==> src/rtl/mem_arbiter.sv <==
// Arbitrates one single-ported memory between instruction-fetch and data ports.
// Round-robin on conflict, registered handshake, optional wait-state abort.
module mem_arbiter #(
  parameter int AW      = 8,
  parameter int DW      = 8,
  parameter int TIMEOUT = 16
) (
  input  logic          ckl,
  input  logic          reset,
  input  logic          i_req,
  input  logic [AW-1:0] i_addr,
  output logic          i_ack,
  output logic [DW-1:0] i_rdata,
  input  logic          d_req,
  input  logic          d_we,
  input  logic [AW-1:0] d_addr,
  input  logic [DW-1:0] d_wdata,
  output logic          d_ack,
  output logic [DW-1:0] d_rdata,
  output logic          m_req,
  output logic          m_we,
  output logic [AW-1:0] m_addr,
  output logic [DW-1:0] m_wdata,
  input  logic [DW-1:0] m_rdata,
  input  logic          m_ready,
  output logic          err,
  output logic          busy
);
  localparam logic [1:0] IDLE  = 2'd0;
  localparam logic [1:0] IBUSY = 2'd1;
  localparam logic [1:0] DBUSY = 2'd2;
  localparam logic       GR_I  = 1'b0;
  localparam logic       GR_D  = 1'b1;
  localparam int         CW    = (TIMEOUT > 0) ? $clog2(TIMEOUT + 1) : 1;
  localparam logic [CW-1:0] CNT_LAST = CW'((TIMEOUT > 0) ? TIMEOUT - 1 : 0);
  localparam bit         USE_TO = (TIMEOUT != 0);

  logic [1:0]    state_q, state_d;
  logic          last_q, last_d;
  logic [CW-1:0] cnt_q, cnt_d;
  logic          m_req_q, m_req_d, m_we_q, m_we_d;
  logic [AW-1:0] m_addr_q, m_addr_d;
  logic [DW-1:0] m_wdata_q, m_wdata_d;
  logic          i_ack_q, i_ack_d, d_ack_q, d_ack_d, err_q, err_d, busy_q, busy_d;
  logic [DW-1:0] i_rdata_q, i_rdata_d, d_rdata_q, d_rdata_d;
  logic          i_elig, d_elig;

  // A port whose ack is high this cycle is still holding req; skip it once.
  assign i_elig = i_req & ~i_ack_q;
  assign d_elig = d_req & ~d_ack_q;

  always_comb begin
    state_d   = state_q;
    last_d    = last_q;
    cnt_d     = cnt_q;
    m_req_d   = m_req_q;
    m_we_d    = m_we_q;
    m_addr_d  = m_addr_q;
    m_wdata_d = m_wdata_q;
    i_rdata_d = i_rdata_q;
    d_rdata_d = d_rdata_q;
    i_ack_d   = 1'b0;
    d_ack_d   = 1'b0;
    err_d     = 1'b0;
    case (state_q)
      IDLE: begin
        if (i_elig && (!d_elig || last_q == GR_D)) begin
          state_d  = IBUSY;
          last_d   = GR_I;
          cnt_d    = '0;
          m_req_d  = 1'b1;
          m_we_d   = 1'b0;
          m_addr_d = i_addr;
        end else if (d_elig) begin
          state_d   = DBUSY;
          last_d    = GR_D;
          cnt_d     = '0;
          m_req_d   = 1'b1;
          m_we_d    = d_we;
          m_addr_d  = d_addr;
          m_wdata_d = d_wdata;
        end
      end
      IBUSY, DBUSY: begin
        if (m_ready) begin
          state_d = IDLE;
          m_req_d = 1'b0;
          m_we_d  = 1'b0;
          if (state_q == IBUSY) begin
            i_ack_d   = 1'b1;
            i_rdata_d = m_rdata;
          end else begin
            d_ack_d = 1'b1;
            if (!m_we_q) d_rdata_d = m_rdata;
          end
        end else if (USE_TO && cnt_q == CNT_LAST) begin
          state_d = IDLE;
          m_req_d = 1'b0;
          m_we_d  = 1'b0;
          err_d   = 1'b1;
          if (state_q == IBUSY) begin
            i_ack_d   = 1'b1;
            i_rdata_d = '0;
          end else begin
            d_ack_d   = 1'b1;
            d_rdata_d = '0;
          end
        end else if (cnt_q != '1) begin
          cnt_d = cnt_q + 1'b1;
        end
      end
      default: state_d = IDLE;
    endcase
    busy_d = (state_d != IDLE);
  end

  always_ff @(posedge ckl) begin
    if (reset) begin
      state_q   <= IDLE;
      last_q    <= GR_D;
      cnt_q     <= '0;
      m_req_q   <= 1'b0;
      m_we_q    <= 1'b0;
      m_addr_q  <= '0;
      m_wdata_q <= '0;
      i_rdata_q <= '0;
      d_rdata_q <= '0;
      i_ack_q   <= 1'b0;
      d_ack_q   <= 1'b0;
      err_q     <= 1'b0;
      busy_q    <= 1'b0;
    end else begin
      state_q   <= state_d;
      last_q    <= last_d;
      cnt_q     <= cnt_d;
      m_req_q   <= m_req_d;
      m_we_q    <= m_we_d;
      m_addr_q  <= m_addr_d;
      m_wdata_q <= m_wdata_d;
      i_rdata_q <= i_rdata_d;
      d_rdata_q <= d_rdata_d;
      i_ack_q   <= i_ack_d;
      d_ack_q   <= d_ack_d;
      err_q     <= err_d;
      busy_q    <= busy_d;
    end
  end

  assign m_req   = m_req_q;
  assign m_we    = m_we_q;
  assign m_addr  = m_addr_q;
  assign m_wdata = m_wdata_q;
  assign i_ack   = i_ack_q;
  assign i_rdata = i_rdata_q;
  assign d_ack   = d_ack_q;
  assign d_rdata = d_rdata_q;
  assign err     = err_q;
  assign busy    = busy_q;
endmodule
==> config.mk <==
export PLATFORM = sky130hd
export DESIGN_NAME = mem_arbiter
export DESIGN_NICKNAME = d
export VERILOG_FILES = /design/src/rtl/mem_arbiter.sv
export SDC_FILE = /design/constraint.sdc
export NUM_CORES = 1
export LEC_CHECK = 0
export CORE_ASPECT_RATIO = 1.1
export CORE_UTILIZATION = 44
export CTS_CLUSTER_SIZE = 40
export DETAILED_ROUTE_END_ITERATION = 10
export PLACE_DENSITY = 0.85
export SYNTH_ARGS = -nofsm -noshare
export SYNTH_HDL_FRONTEND = slang
export SYNTH_SLANG_ARGS = --single-unit
==> constraint.sdc <==
create_clock -name ckl -period 2.7 [get_ports ckl]
set_input_delay 0.81 -clock ckl [delete_from_list [all_inputs] [get_ports ckl]]
set_output_delay 0.81 -clock ckl [all_outputs]
set_load 0.05 [all_outputs]
==> results.toml <==
[routing]
dr_total_vias = 1802
drt_iter0_drc = 71
vias_per_cell = 5.12
ant_nets = 0
post_drt_wl_per_cell_um = 13.6
drc = 0
drtPass1Iterations = 4
wirelength_um = 4790

[setup_path]
cp.arrival_ns = 1.49
worst_path_max_delay_cell = "clkdlybuf4s50_1"
cp.depth = 1
required_ns = 1.89
r2r_setup_slack_ns = 0.59
timing.rr.end = "cnt_q[0]"
cp-start-kind = "flip-flop"
timing.critical_path.from = "d_ack"
critPathMaxStageDelay_ns = 0.82
worstPathMaxFanout = 3
cp-endpoint = "d_ack"
worstReg2RegStart = "cnt_q[0]"
crit_type = "flip-flop to output port"
path_buf_inv = 1
path_cells = "clkdlybuf4s50_1"
worst_setup_path_end_kind = "output port"
crit_family = "buffers and inverters"
reg2reg_depth = 7

[synth]
synth_enable_flop_cells = 0
ys_warn_count = 0
ys_types = 45
synthFlopType = "dfxtp_1"
yosysSeqAreaShare = 0.443
synthArstFlopShare = 0
synthTopCellsByArea = "dfxtp_1, mux2i_1, nand2_1"
syn_area_sq_mm = 0.00208
ys_ff_latch = 46
synth_cells = 225
syn_avg_cell_area_sq_um = 9.25
synth_top_area_cell = "dfxtp_1"
yosys-top-cells-count = "dfxtp_1, nand2_1, nor2_1"
syn-num-nets = 269
yosys.area.top_type_share = 0.443
yosysMostFrequentCell = "dfxtp_1"

[sta]
drv_slew = 0
tightestPinTransition_ns = 0.523
fin_crit_sh = 0.850
rsz0062_at_grt = "false"
finClkSkew_ns = 0.00363
max_freq_ghz = 0.436
slew_headroom = 0.650
fin_setup_tns_ns = 0
finalSetupViolCount = 0
hold_viol = 0
period_minus_slack_ns = 2.30
worst_hold_slack_ns = 0.461

[hold_path]
hp-class = "flip-flop to flip-flop"
hp-start = "i_rdata[3]"

[final_layout]
layout-drive-gt1-share = 0.0872
area_growth_syn_to_layout_pct = 41.0
final_nets = 343
diodes = 0
fin_cells = 352

[power_and_ir_drop]
leakagePower_nw = 1.14
p_per_area_mw_per_mm2 = 596
swShare = 0.336
p_clk_frac = 0.239
comb_power_share = 0.327
switchingPower_mw = 0.589
ir_drop_uv = 404
seq_power_share = 0.434
internal_power_mw = 1.16

[flow_run]
maxCapViolations = 0

[grt]
grt-ovfl-total = 0
grt_pass1_vias = 1761
grt_max_degree = 28
grt_pass1_wl_um = 7800
track_usage = 0.209
antenna_found_initial = 0

[clock_tree]
clock_sinks = 46
numCtsBuffers = 5
clockBufferDepth = 2
clock_latency_ns = 0.30
cts_tree = "built"
cts_hold_buffers = 0
clkSlewWorstSetupHoldPaths_ns = 0.08
ctsRootBufferMaster = "clkbuf_8"
ctsResizeCount = 0
postCtsSetupBuffers = 0
cts_max_level = 2

[floorplanning]
rows = 25
io_pins = 76
die-area_sq_mm = 0.00501
die_h_um = 74.1
start_util = 0.472
dieWidth_um = 67.6
core_area_sq_mm = 0.00441

[placed_design]
place_inst = 346
post-dp-hpwl_um = 3470
gp_congestion = 0.808
io_buffer_count = 75

[status]
outcome = "completed"
==> power by group through the flow <==
stage	registers, mW	logic (mW)	clock network (mW)
finish	0.759	0.573	0.417
global route	0.766	0.618	0.451
CTS	0.760	0.575	0.420
detailed placement	0.775	0.573	0
global placement	0.774	0.566	0
floorplan	0.926	0.252	0
==> per-stage QoR <==
step	power (mW)	utilization	setup WS [ns]	instance area, sq um
after floorplan	1.18	-	0.771	2080
after global placement	1.34	0.647	0.224	2850
after detailed placement	1.35	0.647	0.192	2850
after CTS	1.75	0.665	0.396	2930
after global routing	1.83	0.665	0.325	2930
final	1.75	0.665	0.404	2930
==> worst min-delay path by stage <==
stage	end	slack, ns	depth (start not counted)
after floorplan	cnt_q[3]	0.45	2
after global placement	i_rdata[3]	0.44	2
after detailed placement	i_rdata[3]	0.45	2
after CTS	i_rdata[3]	0.46	2
after global routing	i_rdata[3]	0.47	2
final	i_rdata[3]	0.46	2
==> cells in the final DEF, fill, tap and decap left out, drive strengths merged, types with 4 or more instances in the layout <==
cell            n
a21oi          13
dfxtp          46
buf             4
ha              6
nor2           31
and2            8
mux2i          18
clkdlybuf4s50  75
nand2          35
nor3            4
nand2b          5
clkbuf          6
o21ai           5
a311oi          9
inv             5
==> layer usage <==
metal | vias to the layer above | track usage | wire length (um)
li1 | 913 | - | -
met1 | 825 | 0.245 | 2060
met2 | 58 | 0.337 | 2210
met3 | 6 | 0.0905 | 457
met4 | 0 | 0.0733 | 59
met5 | - | 0 | 0
==> registers in the layout, summed over array words and instances (netlist names) <==
signal	count
d_ack	1
err	1
state_q	2
i_rdata	8
m_we	1
m_wdata	8
m_addr	8
m_req	1
last_q	1
cnt_q	5
i_ack	1
d_rdata	8
busy	1
==> cell families after synthesis <==
family,synth area share
and+or+nand+nor,0.230
DFF,0.443
buffers and inverters,0.0463
adders and majority gates,0.0361
muxes,0.0938
AOI/OAI and AO/OA,0.151
==> cell type report <==
class,instances,area [sq um]
Multi-Input combinational cell,162,1060
Sequential cell,46,921
Inverter,5,18.8
Timing Repair Buffer,79,781
Tap cell,54,67.6
Clock buffer,6,82.6
Fill cell,349,1480
(Power assumes the default switching activity.)
